[src/rtl/tea_cbc_sequencer_if.sv]
// Word-stream input and block-result output handshakes of the TEA CBC front-end.
// The master side produces words and consumes results; the slave side is the sequencer.
interface tea_cbc_sequencer_if;
    logic [31:0] s_data;
    logic [1:0]  s_kind;
    logic        s_dec;
    logic        s_valid;
    logic        s_ready;
    logic [63:0] m_data;
    logic        m_valid;
    logic        m_ready;

    modport master (
        output s_data, s_kind, s_dec, s_valid,
        input  s_ready,
        input  m_data, m_valid,
        output m_ready
    );

    modport slave (
        input  s_data, s_kind, s_dec, s_valid,
        output s_ready,
        output m_data, m_valid,
        input  m_ready
    );
endinterface

[src/rtl/tea_cbc_sequencer.sv]
// Assembles key/IV/data words into blocks, sequences the key write into tea_interface,
// and wraps the cipher with optional CBC chaining, returning registered 64-bit results.
module tea_cbc_sequencer #(
    parameter bit CBC = 1'b1
) (
    input  logic                clk,
    input  logic                rst_n,
    tea_cbc_sequencer_if.slave  bus,
    output logic                err,
    output logic [63:0]         tea_in,
    output logic                tea_mode,
    output logic                tea_writekey,
    input  logic [63:0]         tea_out
);
    localparam logic [1:0] KIND_DATA = 2'b00;
    localparam logic [1:0] KIND_KEY  = 2'b01;
    localparam logic [1:0] KIND_IV   = 2'b10;
    localparam logic [1:0] KIND_RSVD = 2'b11;

    typedef enum logic [2:0] {COLLECT, KEY_HI, KEY_LO, CRYPT, OUT} state_t;

    state_t      state_reg;
    logic [1:0]  cnt_reg;
    logic [1:0]  kind_reg;
    logic [95:0] asm_reg;
    logic [63:0] key_lo_reg;
    logic [63:0] iv_reg;
    logic [63:0] chain_reg;
    logic [63:0] blk_reg;
    logic [63:0] m_data_reg;
    logic [63:0] tea_in_reg;
    logic        key_ok_reg;
    logic        dec_reg;
    logic        m_valid_reg;
    logic        err_reg;
    logic        tea_mode_reg;
    logic        tea_writekey_reg;

    logic        restart;
    logic [1:0]  pos;
    logic        group_done;
    logic [63:0] word_pair;
    logic [63:0] chain_eff;
    logic [63:0] result;

    always_comb begin
        // A word of a different kind mid-group becomes word 0 of a new group.
        restart    = (cnt_reg != 2'd0) && (bus.s_kind != kind_reg);
        pos        = restart ? 2'd0 : cnt_reg;
        group_done = (bus.s_kind == KIND_KEY) ? (pos == 2'd3) : (pos == 2'd1);
        word_pair  = {asm_reg[31:0], bus.s_data};
        chain_eff  = CBC ? chain_reg : 64'd0;
        result     = dec_reg ? (tea_out ^ chain_eff) : tea_out;
    end

    always_ff @(posedge clk or negedge rst_n) begin
        if (!rst_n) begin
            state_reg        <= COLLECT;
            cnt_reg          <= 2'd0;
            kind_reg         <= KIND_DATA;
            asm_reg          <= '0;
            key_lo_reg       <= '0;
            iv_reg           <= '0;
            chain_reg        <= '0;
            blk_reg          <= '0;
            m_data_reg       <= '0;
            tea_in_reg       <= '0;
            key_ok_reg       <= 1'b0;
            dec_reg          <= 1'b0;
            m_valid_reg      <= 1'b0;
            err_reg          <= 1'b0;
            tea_mode_reg     <= 1'b0;
            tea_writekey_reg <= 1'b0;
        end else begin
            err_reg <= 1'b0;
            unique case (state_reg)
                COLLECT: begin
                    if (bus.s_valid) begin
                        if (bus.s_kind == KIND_RSVD) begin
                            err_reg <= 1'b1;
                        end else begin
                            if (restart) err_reg <= 1'b1;
                            asm_reg  <= {asm_reg[63:0], bus.s_data};
                            kind_reg <= bus.s_kind;
                            if (bus.s_kind == KIND_DATA && pos == 2'd0) dec_reg <= bus.s_dec;
                            if (!group_done) begin
                                cnt_reg <= pos + 2'd1;
                            end else begin
                                cnt_reg <= 2'd0;
                                unique case (bus.s_kind)
                                    KIND_KEY: begin
                                        tea_in_reg       <= asm_reg[95:32];
                                        tea_writekey_reg <= 1'b1;
                                        key_lo_reg       <= word_pair;
                                        state_reg        <= KEY_HI;
                                    end
                                    KIND_IV: begin
                                        iv_reg    <= word_pair;
                                        chain_reg <= word_pair;
                                    end
                                    KIND_DATA: begin
                                        if (!key_ok_reg) begin
                                            err_reg <= 1'b1;
                                        end else begin
                                            blk_reg      <= word_pair;
                                            tea_in_reg   <= dec_reg ? word_pair : (word_pair ^ chain_eff);
                                            tea_mode_reg <= dec_reg;
                                            state_reg    <= CRYPT;
                                        end
                                    end
                                    default: ;
                                endcase
                            end
                        end
                    end
                end
                KEY_HI: begin
                    tea_writekey_reg <= 1'b0;
                    tea_in_reg       <= key_lo_reg;
                    state_reg        <= KEY_LO;
                end
                KEY_LO: begin
                    tea_in_reg <= '0;
                    key_ok_reg <= 1'b1;
                    chain_reg  <= iv_reg;
                    state_reg  <= COLLECT;
                end
                CRYPT: begin
                    m_data_reg   <= result;
                    m_valid_reg  <= 1'b1;
                    if (CBC) chain_reg <= dec_reg ? blk_reg : tea_out;
                    tea_in_reg   <= '0;
                    tea_mode_reg <= 1'b0;
                    state_reg    <= OUT;
                end
                OUT: begin
                    if (bus.m_ready) begin
                        m_valid_reg <= 1'b0;
                        state_reg   <= COLLECT;
                    end
                end
                default: state_reg <= COLLECT;
            endcase
        end
    end

    assign bus.s_ready  = (state_reg == COLLECT);
    assign bus.m_data   = m_data_reg;
    assign bus.m_valid  = m_valid_reg;
    assign err          = err_reg;
    assign tea_in       = tea_in_reg;
    assign tea_mode     = tea_mode_reg;
    assign tea_writekey = tea_writekey_reg;
endmodule

[src/flat_wrapper.sv]
// flat-port wrapper written by rule: the top's interface ports become plain ports
module tea_cbc_sequencer_flat 
#(
    parameter bit CBC = 1'b1
)
  (clk, rst_n, err, tea_in, tea_mode, tea_writekey, tea_out, bus_s_data, bus_s_kind, bus_s_dec, bus_s_valid, bus_s_ready, bus_m_data, bus_m_valid, bus_m_ready);
  tea_cbc_sequencer_if bus_i ();
  input  logic clk;
  input  logic rst_n;
  output logic err;
  output logic [63:0] tea_in;
  output logic tea_mode;
  output logic tea_writekey;
  input  logic [63:0] tea_out;
  input wire logic [$bits(bus_i.s_data)-1:0] bus_s_data;
  input wire logic [$bits(bus_i.s_kind)-1:0] bus_s_kind;
  input wire logic [$bits(bus_i.s_dec)-1:0] bus_s_dec;
  input wire logic [$bits(bus_i.s_valid)-1:0] bus_s_valid;
  output wire logic [$bits(bus_i.s_ready)-1:0] bus_s_ready;
  output wire logic [$bits(bus_i.m_data)-1:0] bus_m_data;
  output wire logic [$bits(bus_i.m_valid)-1:0] bus_m_valid;
  input wire logic [$bits(bus_i.m_ready)-1:0] bus_m_ready;
  assign bus_i.s_data = bus_s_data;
  assign bus_i.s_kind = bus_s_kind;
  assign bus_i.s_dec = bus_s_dec;
  assign bus_i.s_valid = bus_s_valid;
  assign bus_s_ready = bus_i.s_ready;
  assign bus_m_data = bus_i.m_data;
  assign bus_m_valid = bus_i.m_valid;
  assign bus_i.m_ready = bus_m_ready;
  tea_cbc_sequencer #(.CBC(CBC)) u_core (.clk(clk), .rst_n(rst_n), .bus(bus_i), .err(err), .tea_in(tea_in), .tea_mode(tea_mode), .tea_writekey(tea_writekey), .tea_out(tea_out));
endmodule
[config.mk]
export PLATFORM = sky130hd
export DESIGN_NAME = tea_cbc_sequencer_flat
export DESIGN_NICKNAME = d
export VERILOG_FILES = /design/src/rtl/tea_cbc_sequencer_if.sv /design/src/rtl/tea_cbc_sequencer.sv /design/src/flat_wrapper.sv
export SDC_FILE = /design/constraint.sdc
export NUM_CORES = 1
export LEC_CHECK = 0
export ABC_AREA = 1
export CAP_MARGIN = 20
export CORE_UTILIZATION = 30
export CTS_CLUSTER_SIZE = 20
export DETAILED_ROUTE_END_ITERATION = 10
export PLACE_DENSITY = 0.47
export SKIP_LAST_GASP = 1
export SLEW_MARGIN = 20
export SYNTH_ARGS = -nofsm -noshare
export SYNTH_HDL_FRONTEND = slang
export SYNTH_SLANG_ARGS = --single-unit
[constraint.sdc]
create_clock -name clk -period 3.65 [get_ports clk]
set_clock_uncertainty 0.1 [all_clocks]
set_input_delay 0.73 -clock clk [delete_from_list [all_inputs] [get_ports clk]]
set_output_delay 0.73 -clock clk [all_outputs]
set_load 0.1 [all_outputs]
Word-level counts from Yosys, hierarchy flattened
Index checks and enable logic that the tools add are counted.
{"block": "word_totals", "word_cells": 107, "reg_bits": 493, "input_bits": 103, "out_inout_bits": 133}
{"block": "classes", "reduce_logical": 23, "addsub": 1, "n_mux": 44, "bitwise": 3, "n_eq_ne": 20}
{"operator": "64-bit 2-to-1 mux", "n": 11}
{"operator": "64-bit case mux with 3 select lines", "n": 2}
{"operator": "64-bit case mux with 2 select lines", "n": 1}
{"operator": "64-bit XOR", "n": 2}
{"operator": "6-bit AND reduction", "n": 4}
{"operator": "5-bit AND reduction", "n": 4}
{"operator": "1-bit 2-to-1 mux", "n": 18}
{"operator": "3-bit 2-to-1 mux", "n": 5}
{"operator": "3-bit case mux with 4 select lines", "n": 1}
{"operator": "2-bit by 1-bit inequality test with 1-bit output (second input constant)", "n": 5}
{"operator": "2-bit nonzero test", "n": 4}
{"operator": "2-bit == test (second input constant)", "n": 3}
{"operator": "3-bit by 2-bit == test with 1-bit output (second input constant)", "n": 2}
{"operator": "2-bit inequality test (second input constant)", "n": 3}
{"operator": "1-bit case mux with 2 select lines", "n": 3}
{"operator": "3-bit case mux with 2 select lines", "n": 1}
{"operator": "3-bit nonzero test", "n": 2}
{"operator": "2-bit by 1-bit == test with 1-bit output (second input constant)", "n": 2}
{"operator": "2-bit zero test", "n": 2}
{"operator": "2-bit 2-to-1 mux", "n": 2}
{"operator": "4-bit AND reduction", "n": 1}
{"operator": "3-bit by 1-bit == test with 1-bit output (second input constant)", "n": 1}
{"operator": "3-bit == test (second input constant)", "n": 1}
{"operator": "3-bit zero test", "n": 1}
{"operator": "other kinds (9)", "n": 10}

Longest topological paths before layout
Gate-level depths: netlist of the first run.
{"block": "logic_depth", "depth_word": 9, "ltp_mapped": 12, "depth_no_buf": 11}

Worst setup path after synthesis of the first run
OpenSTA, ideal clock, no wires.
{"block": "synth_path", "kind": "flip-flop to flip-flop", "start": "register u_core.state_reg[1]", "end": "register u_core.blk_reg[63]", "arrival_time_ns": 2.234, "period_less_slack_ns": 2.451, "path_slack_ns": 1.199, "stages_incl_launch_ff": 11, "setup_time_ns": 0.117, "required_ns": 3.433, "path_buffers": 2, "cell_sequence": "dfrtp_1 nor2_1 nand2_1 inv_1 nand2_1 nor3_1 nand2_1 buf_2 buf_2 o21ai_1 inv_1"}
{"block": "synth_via", "elab_chain_cells": 2}
{"element": "start: declaration", "line": "tea_cbc_sequencer.sv:22", "rtl": "state_t state_reg;"}
{"element": "start signal: assignment", "line": "tea_cbc_sequencer.sv:58", "rtl": "state_reg <= COLLECT;"}
{"element": "start signal: assignment", "line": "tea_cbc_sequencer.sv:95", "rtl": "state_reg <= KEY_HI;"}
{"element": "start signal: assignment", "line": "tea_cbc_sequencer.sv:108", "rtl": "state_reg <= CRYPT;"}
{"element": "3-bit zero test"}
{"element": "named net bus_s_ready", "line": "flat_wrapper.sv:19", "rtl": "output wire logic [$bits(bus_i.s_ready)-1:0] bus_s_ready;"}
{"element": "6-bit AND reduction (no line)"}
{"element": "end signal: assignment", "line": "tea_cbc_sequencer.sv:105", "rtl": "blk_reg <= word_pair;"}
{"element": "end: declaration", "line": "tea_cbc_sequencer.sv:29", "rtl": "logic [63:0] blk_reg;"}
The timed path passes the listed nets, and every way through them passes these cells.
A chain may end at the register's enable or synchronous reset.

Worst setup path in the final report of the first run
{"block": "layout_path", "start": "register u_core.m_data_reg[7] (netlist: u_core.bus.m_data[7])", "end": "output port bus_m_data[7]"}
{"element": "start: declaration", "line": "tea_cbc_sequencer.sv:30", "rtl": "logic [63:0] m_data_reg;"}
{"element": "start signal: assignment", "line": "tea_cbc_sequencer.sv:129", "rtl": "m_data_reg <= result;"}
{"element": "end: declaration", "line": "flat_wrapper.sv:20", "rtl": "output wire logic [$bits(bus_i.m_data)-1:0] bus_m_data;"}
No word-level cell between the ends.

==> metrics.md, run 1 <==
| Metric | Value |
|---|---|
| Io pins | `236` |
| Die H | `282 µm` |
| Cell taking the most area after synthesis | `dfrtp_1` |
| Final-report hold violation count | `0` |
| Wire length per cell | `20.6 µm` |
| Final period util | `81.1%` |
| Synth Instances | `2961` |
| DP Area | `26700 µm²` |
| Area added between synthesis and finish | `22.4%` |
| Pwr dens | `1100 nW/µm²` |
| CTS Sinks | `493` |
| Post-synth EDFFs | `0` |
| Starting Density | `30.3%` |
| Final Instance Area | `28700 µm²` |
| Dpl hpwl | `58500 µm` |
| Largest register FFs | `96` |
| Die W | `282 µm` |
| Number of post-CTS setup repair buffers | `0` |
| Fmax | `338 MHz` |
| Reg clk slew, reported paths | `0.06 ns` |
| Synth async-reset ratio | `100%` |
| Yosys warning total | `0` |
| First-pass GRT wire length | `130000 µm` |
| GRT Overall Usage | `21.9%` |
| Slew @ Worst Pin | `0.979 ns` |
| Full die area | `79300 µm²` |
| Max-slew violation count | `0` |
| Worst EP required | `2.82 ns` |
| Antenna viol nets, final | `0` |
| Syn avg cell area | `7.92 µm²` |
| IO Port Bufs | `235` |
| Synth cell types | `28` |
| Vias in the first global route | `20.2k` |
| Post-synthesis sequential area ratio | `52.6%` |
| Min Tclk post-route | `2.96 ns` |
| RSZ-0062 raised after global routing | `false` |
| FF-to-FF path depth | `10` |
| Setup TNS | `0 ns` |
| CTS buffer count | `58` |
| H-tree lvl count | `2` |
| RePlAce Congestion | `0.855` |
| Critical Path AT | `2.13 ns` |
| Slowest stage delay, CP | `1.14 ns` |
| Nets | `3212` |
| DRT iter0 DRCs | `1649` |
| Mapped Nets | `3064` |
| Core area | `77300 µm²` |
| Maximum vdd ir drop | `807 µV` |
| Crit Path Max Fanout | `2` |
| Clock latency on the worst-skew pair | `0.63 ns` |
| Yosys top cell area share | `52.6%` |
| FP Rows | `102` |
| Final setup fails | `0` |
| Status | `finished clean` |
| Setup crit end kind | `output pin` |
| Initial antenna violation count | `4` |
| Largest net degree at the start of global routing | `143` |
| Area contributors post-synth | `dfrtp_1, nand2_1, o21ai_0` |
| Top_reg_cell synth | `dfrtp_1` |
| Max-cap violation count | `0` |
| Root buf cell | `clkbuf_16` |
| Drt first pass iters | `6` |
| Slowest-stage cell, CP | `clkdlybuf4s50_1` |
| Hold Path Depth | `2` |
| CTS max path bufs | `3` |
| Grt ovf | `0` |
| Rel. slew slack | `34.5%` |
| Setup CP Type | `flip-flop to output pin` |
| DRC Markers | `0` |
| Cell count along the critical path | `1` |
| CP Launch Type | `flip-flop` |
| Buf+Inv Stages, Crit Path | `1` |
| Share of cells above drive strength 1 | `8.90%` |
| WL final | `86400 µm` |
| Routed via count | `20.5k` |
| Delay-heaviest family, CP | `buffers and inverters` |
| Cts repair resizes | `0` |
| Final core utilization | `37.1%` |
| Post-synthesis register bit count | `493` |
| HP Class | `flip-flop to flip-flop` |
| Cts hold-fix bufs | `1` |
| PnR Total Power | `31.4 mW` |
| Syn Std Cell Area | `23400 µm²` |
| Worst hold slack | `0.371 ns` |
| Via density | `4.89` |
| Worst path cell trace | `clkdlybuf4s50_1` |
| Lkg Pwr | `13.7 nW` |
| CTS tree | `done` |
==> final cells by class <==
| cell class | instances | area (µm²) |
|---|---|---|
| sequential | 493 | 12300 |
| inverter | 247 | 935 |
| clock inverter | 22 | 239 |
| timing repair buffer | 286 | 2690 |
| tap | 1040 | 1300 |
| antenna | 2 | 5.00 |
| fill | 8049 | 48600 |
| multi-input combinational | 2023 | 9410 |
| clock buffer | 87 | 1780 |
==> metrics by stage <==
step                      cells  worst slack, ns
after floorplan            2961             1.20
after global placement     4088            0.437
after detailed placement   4088            0.366
after CTS                  4198            0.648
after global routing       4199            0.637
final                      4200            0.689
==> Yosys cell counts, types with 3 or more instances <==
cell type	n
nand2_1	1023
dfrtp_1	493
o21ai_0	314
inv_1	239
nand3_1	183
o21ai_1	176
clkbuf_1	103
a21oi_1	86
xor2_1	79
buf_2	72
nor2_1	55
a22oi_1	31
buf_1	23
o221ai_1	20
o22ai_1	17
o211ai_1	13
o21ai_2	10
inv_2	6
nand2_2	3
nand4_1	3
nor2_2	3
==> metal layers <==
| metal | vias up | global-route usage (%) | wire, µm |
|---|---|---|---|
| met5 | - | 0 | 0 |
| met4 | 0 | 8.97 | 3370 |
| met3 | 130 | 3.65 | 5130 |
| met2 | 604 | 35.8 | 40600 |
| met1 | 9962 | 28.7 | 37200 |
| li1 | 9842 | - | - |
==> placed cells by master (no fill, tap or decap), types with 4 or more instances in the layout <==
master / instances
bufinv_16: 5
inv_2: 6
dfrtp_1: 492
clkbuf_1: 10
o22ai_1: 17
clkbuf_8: 16
clkdlybuf4s50_1: 137
clkinv_2: 16
nand3_1: 183
clkbuf_16: 61
buf_4: 132
inv_1: 238
o21ai_2: 10
xor2_1: 79
nand2_4: 4
o21ai_1: 176
o21ai_0: 314
a22oi_1: 31
buf_12: 15
nor2_1: 53
a21oi_1: 86
nand2_1: 1018
o211ai_1: 13
o221ai_1: 20
==> kinds of logic (layout without fill, tap and decap cells) <==
logic type,Yosys count,in the layout,share of synthesized area (%)
compound gates,669,669,15.3
buf+inv,445,642,7.51
flops,493,493,52.6
other cells,0,2,0
xor+xnor,79,79,2.95
simple gates,1275,1275,21.6
==> power breakdown <==
group / leakage [nW] / internal (mW) / switching (mW)
Sequential: 6.04 / 7.82 / 1.91
Combinational: 6.66 / 3.87 / 11.7
Clock: 1.02 / 3.71 / 2.44
Total: 13.7 / 15.4 / 16.0
==> worst paths after layout <==
| kind | startpoint | endpoint | slack (ns) |
|---|---|---|---|
| max | u_core.bus.m_data[7] | bus_m_data[7] | 0.69 |
| min | u_core.tea_in[46] | u_core.tea_in[46] | 0.37 |
| max reg2reg | u_core.state_reg[2] | u_core.blk_reg[21] | 0.98 |
| min reg2reg | u_core.tea_in[46] | u_core.tea_in[46] | 0.37 |
| max in group asynchronous | rst_n | u_core.asm_reg[79] | 1.82 |
| min in group asynchronous | rst_n | u_core.bus.m_data[43] | 0.52 |
(Power assumes the default switching activity.)
==> run 2: changes to the inputs <==
==> constraint.sdc (replaced) <==
create_clock -name clk -period 2.73 [get_ports clk]
set_clock_uncertainty 0.1 [all_clocks]
set_input_delay 0.546 -clock clk [delete_from_list [all_inputs] [get_ports clk]]
set_output_delay 0.546 -clock clk [all_outputs]
set_load 0.1 [all_outputs]
==> run 2 against run 1 <==
Against the previous run:
- worst hold slack worse by 0.063 ns
- final cell count increased by 0.90%
- utilization grew 0.43 points
- via count up 1.0%
- largest cell class unchanged
- highest routed layer unchanged
==> metrics.md, run 2 (synthesis results as in run 1) <==
| Metric | Value |
|---|---|
| Nets | `3258 (+1.4%)` |
| Cts repair resizes | `0 (unchanged)` |
| Fmax | `403 MHz` |
| Via density | `4.89 (about the same)` |
| Die H | `282 µm (unchanged)` |
| Dpl ws | `-0.00369 ns (-0.370 ns)` |
| Drt first pass iters | `8 (+2)` |
| Number of post-CTS setup repair buffers | `0 (unchanged)` |
| GRT Overall Usage | `21.9% (about the same)` |
| Critical R2R Capture | `u_core.chain_eff[15]` |
| Wire length per cell | `20.4 µm (-0.91%)` |
| Worst hold slack | `0.308 ns (-0.0629 ns)` |
| Vias in the first global route | `20.5k (+1.3%)` |
| Buf+Inv Stages, Crit Path | `3 (+2)` |
| Worst EP required | `2.08 ns (-0.74 ns)` |
| Slowest stage delay, CP | `0.50 ns (-0.64 ns)` |
| Setup crit end kind | `output pin` |
| Setup TNS | `0 ns (unchanged)` |
| CTS Sinks | `493 (unchanged)` |
| Most frequent cells in the layout | `nand2_1, dfrtp_1, o21ai_0, inv_1, buf_4` |
| Antenna viol nets, final | `0 (unchanged)` |
| Routed via count | `20.7k (+1.0%)` |
| Final period util | `90.9%` |
| Rel. slew slack | `49.6% (+15 points)` |
| Pwr dens | `1440 nW/µm² (+32%)` |
| CP Launch Type | `flip-flop` |
| Largest net degree at the start of global routing | `142 (-0.70%)` |
| Clock latency on the worst-skew pair | `0.63 ns (about the same)` |
| Share of cells above drive strength 1 | `11.0% (+2.1 points)` |
| Full die area | `79300 µm² (unchanged)` |
| Area added between synthesis and finish | `23.8%` |
| HP Class | `primary input to async pin` |
| Final setup fails | `0 (unchanged)` |
| CTS max path bufs | `3 (unchanged)` |
| Root buf cell | `clkbuf_16` |
| Maximum vdd ir drop | `912 µV (+13%)` |
| Critical Path AT | `1.83 ns (-0.30 ns)` |
| Fillers | `8001 (-0.60%)` |
| Crit Reg-Reg Startpoint | `u_core.state_reg[2]` |
| Setup CP Type | `flip-flop to output pin` |
| First-pass GRT wire length | `130000 µm (+0.32%)` |
| Core area | `77300 µm² (unchanged)` |
| Initial antenna violation count | `3 (-1)` |
| Grt ovf | `0 (unchanged)` |
| Worst path cell trace | `inv_2 -> nand2_1 -> inv_1 -> buf_12` |
| Reg clk slew, reported paths | `0.06 ns (about the same)` |
| Total area of sequential cells | `12300 µm² (unchanged)` |
| Multi-input logic area | `9410 µm² (unchanged)` |
| Final worst slack | `0.249 ns (-0.440 ns)` |
| Slew @ Worst Pin | `0.756 ns (-0.223 ns)` |
| DRT iter0 DRCs | `1719 (+4.2%)` |
| WL final | `86300 µm (about the same)` |
| RSZ-0062 raised after global routing | `false` |
| Starting Density | `30.3% (unchanged)` |
| Setup slack, reg-to-reg | `0.46 ns (-0.52 ns)` |
| IO Port Bufs | `235 (unchanged)` |
| Cts hold-fix bufs | `1 (unchanged)` |
| Lkg Pwr | `14.0 nW (+1.9%)` |
| RePlAce Congestion | `0.832 (-2.7%)` |
| Min Tclk post-route | `2.48 ns` |
| DRC Markers | `0 (unchanged)` |
| PnR Total Power | `41.9 mW (+33%)` |
| Commonest non-fill, non-tap cell in the layout | `nand2_1` |
| Status | `finished clean` |
| Dpl hpwl | `60700 µm (+3.8%)` |
| Io pins | `236 (unchanged)` |
| FF-to-FF path depth | `10 (unchanged)` |
| Max-slew violation count | `0 (unchanged)` |
| Final core utilization | `37.5% (+0.43 points)` |
| CTS tree | `done` |
| Delay-heaviest family, CP | `buffers and inverters` |
| Largest register FFs | `96 (unchanged)` |
| Max-cap violation count | `0 (unchanged)` |
| H-tree lvl count | `2 (unchanged)` |
| Crit Path Max Fanout | `5 (+3)` |
| Die W | `282 µm (unchanged)` |
| Slowest-stage cell, CP | `dfrtp_1` |
| FP Rows | `102 (unchanged)` |
| CTS buffer count | `59 (+1.7%)` |
| Final-report hold violation count | `0 (unchanged)` |
## run 2: per-layer routing
metal	GRT usage (%)	routed length, µm	vias up
li1	-	-	9944
met1	29.2	37900	10100
met2	36.5	41100	617
met3	2.99	4550	103
met4	7.46	2750	0
met5	0	0	-
## run 2: power by group
group | internal, mW | leakage (nW) | total [mW] | switching, mW
clock | 4.61 | 0.935 | 7.80 | 3.18
combinational | 5.44 | 7.00 | 21.1 | 15.7
sequential | 10.5 | 6.04 | 13.0 | 2.54
## run 2: area by class of cell
class                           count  area share (%)
Timing Repair Buffer              331            10.8
Clock buffer                       92            6.13
Sequential cell                   493            42.5
Antenna cell                        1         0.00862
Tap cell                         1040            4.48
Clock inverter                     11           0.396
Multi-Input combinational cell   2023            32.4
Inverter                          247            3.22
## run 2: worst max path at each step
stage	end	cells after the start	from
3_3_place_gp	u_core.chain_eff[35]	12	bus_s_kind[1]
6_report	bus_s_ready	4	u_core.state_reg[2]
4_1_cts	bus_s_ready	4	u_core.state_reg[1]
5_1_grt	bus_s_ready	4	u_core.state_reg[1]
2_1_floorplan	u_core.blk_reg[63]	10	u_core.state_reg[1]
3_5_place_dp	u_core.tea_in[11]	10	bus_s_kind[1]
## run 2: metrics by stage
step | cell area (µm²) | cells
after floorplan | 23400 | 2961
after global placement | 27100 | 4133
after detailed placement | 27100 | 4133
after CTS | 29000 | 4237
after global routing | 29000 | 4238
final | 29000 | 4238
==> run 3: changes to the inputs <==
--- a/config.mk
+++ b/config.mk
@@ -7,10 +7,10 @@
 export LEC_CHECK = 0
 export ABC_AREA = 1
 export CAP_MARGIN = 20
-export CORE_UTILIZATION = 30
+export CORE_UTILIZATION = 43
 export CTS_CLUSTER_SIZE = 20
 export DETAILED_ROUTE_END_ITERATION = 10
-export PLACE_DENSITY = 0.47
+export PLACE_DENSITY = 0.63
 export SKIP_LAST_GASP = 1
 export SLEW_MARGIN = 20
 export SYNTH_ARGS = -nofsm -noshare
==> run 3 against run 2 <==
Against the previous run:
- routed wire length down 9.7%
- critical path depth up 1
- global-route usage up 6.3 points
- highest routed layer unchanged
- maximum frequency down 3.7%
==> metrics.md, run 3 (synthesis results as in run 1) <==
| Metric | Value |
|---|---|
| Status | `finished clean` |
| Full die area | `55500 µm² (-30%)` |
| RePlAce Congestion | `0.891 (+7.2%)` |
| Critical Path AT | `1.93 ns (+0.10 ns)` |
| Maximum vdd ir drop | `1110 µV (+22%)` |
| Drt first pass iters | `5 (-3)` |
| Core area | `53800 µm² (-30%)` |
| PnR Total Power | `41.5 mW (-0.95%)` |
| Wire length per cell | `20.1 µm (-1.4%)` |
| CTS Sinks | `493 (unchanged)` |
| Share of cells above drive strength 1 | `10.7% (-0.31 points)` |
| GRT Overall Usage | `28.2% (+6.3 points)` |
| Die H | `236 µm (-16%)` |
| Final Instance Area | `28500 µm² (-1.8%)` |
| Io pins | `236 (unchanged)` |
| CP Launch Type | `flip-flop` |
| Multi-input logic area | `9410 µm² (unchanged)` |
| DP Area | `26700 µm² (-1.7%)` |
| RSZ-0062 raised after global routing | `false` |
| Slew @ Worst Pin | `0.839 ns (+0.0825 ns)` |
| Antenna viol nets, final | `0 (unchanged)` |
| Worst hold slack | `0.372 ns (+0.0636 ns)` |
| Reg clk slew, reported paths | `0.06 ns (about the same)` |
| Dpl ws | `0.0752 ns (+0.0789 ns)` |
| Min Tclk post-route | `2.58 ns (+0.0953 ns)` |
| Setup TNS | `0 ns (unchanged)` |
| CTS max path bufs | `3 (unchanged)` |
| FP Rows | `85 (-17%)` |
| Final setup fails | `0 (unchanged)` |
| Via density | `5.40 (+10%)` |
| Worst EP required | `2.08 ns (about the same)` |
| HP Class | `flip-flop to flip-flop` |
| Vias in the first global route | `20.0k (-2.1%)` |
| Pwr dens | `1460 nW/µm² (+0.86%)` |
| WL final | `78000 µm (-9.7%)` |
| First-pass GRT wire length | `121000 µm (-7.4%)` |
| Final worst slack | `0.154 ns (-0.0953 ns)` |
| Max-slew violation count | `0 (unchanged)` |
| Die W | `236 µm (-16%)` |
| Fillers | `5047 (-37%)` |
| # diodes | `0 (-1)` |
| DRC Markers | `0 (unchanged)` |
| CTS tree | `done` |
| Final period util | `94.4% (+3.5 points)` |
| CTS buffer count | `54 (-8.5%)` |
| Rel. slew slack | `44.1% (-5.5 points)` |
| Crit Path Max Fanout | `10 (+5)` |
| Number of post-CTS setup repair buffers | `0 (unchanged)` |
| Cts repair resizes | `0 (unchanged)` |
| Setup CP Type | `flip-flop to output pin` |
| Nets | `3246 (-0.37%)` |
| Max-cap violation count | `0 (unchanged)` |
| Starting Density | `43.6% (+13 points)` |
| Routed via count | `21.0k (+1.1%)` |
| Lkg Pwr | `13.9 nW (-0.35%)` |
| DRT iter0 DRCs | `1798 (+4.6%)` |
| Root buf cell | `clkbuf_16` |
| Fmax | `388 MHz (-3.7%)` |
| Initial antenna violation count | `1 (-2)` |
| Clock latency on the worst-skew pair | `0.61 ns (-0.02 ns)` |
| Final-report hold violation count | `0 (unchanged)` |
| Grt ovf | `0 (unchanged)` |
| Area added between synthesis and finish | `21.6%` |
| H-tree lvl count | `2 (unchanged)` |
| Setup crit end kind | `output pin` |
| Dpl hpwl | `53700 µm (-11%)` |
| Total area of sequential cells | `12300 µm² (unchanged)` |
| IO Port Bufs | `235 (unchanged)` |
| Most frequent cells in the layout | `nand2_1, dfrtp_1, o21ai_0, inv_1, buf_4` |
| Setup slack, reg-to-reg | `0.45 ns (about the same)` |
| Commonest non-fill, non-tap cell in the layout | `nand2_1` |
| Largest net degree at the start of global routing | `196 (+38%)` |
| Largest register FFs | `96 (unchanged)` |
run 3: changes by cell type in the layout (fill, tap and decap cells not counted):
cell       delta
clkbuf_8      -9
buf_4         -8
clkinv_2      +5
bufinv_16     +4
inv_6         -3
clkbuf_16     -2
buf_12        +1
diode_2       -1
inv_4         +1
run 3: worst paths after layout:
check,cells after the start,to,startpoint
worst max register to register,8,u_core.chain_eff[55],u_core.state_reg[2]
max in group asynchronous,3,u_core.tea_in[26],rst_n
worst max-delay path,5,bus_s_ready,u_core.state_reg[2]
min in group asynchronous,2,u_core.bus.m_data[43],rst_n
worst min register to register,2,u_core.tea_in[56],u_core.tea_in[56]
worst min-delay path,2,u_core.tea_in[56],u_core.tea_in[56]
run 3: report_power, final:
part	internal, mW	switching (mW)
Clock	4.61	3.04
Sequential	10.5	2.47
Combinational	5.47	15.5
Total	20.5	21.0
run 3: repair_timing:
item | CTS | global route
endpoints found under the hold margin | 53 | 0
endpoints found under the setup margin | 0 | 0
hold buffers | 1 | 0
run 3: metal layers:
metal	track usage, %	vias to the layer above	share of wire, %
met2	44.6	722	46
met4	14.9	0	5.4
met1	38.0	10200	43
met5	0	-	0
met3	3.64	148	5.7
li1	-	9915	-
run 3: stage by stage:
step / cells / util [%]
3_3_place_gp: 3782 / 49.5
3_5_place_dp: 3782 / 49.5
4_1_cts: 3882 / 53.0
6_report: 3882 / 53.0
5_1_grt: 3882 / 53.0
2_1_floorplan: 2961 / -
run 3: worst max-delay path: stages (launching register included):
cell and delay (ns):
dfrtp_1 0.66, inv_2 0.13, nand2_1 0.15, inv_1 0.06
buf_4 0.16, buf_12 0.17
run 3: layout make-up:
cell class | instances | area share, %
multi-input combinational | 2023 | 33.0
inverter | 247 | 3.27
sequential | 493 | 43.3
clock buffer | 81 | 5.64
clock inverter | 18 | 0.851
timing repair buffer | 324 | 10.9
tap | 696 | 3.05
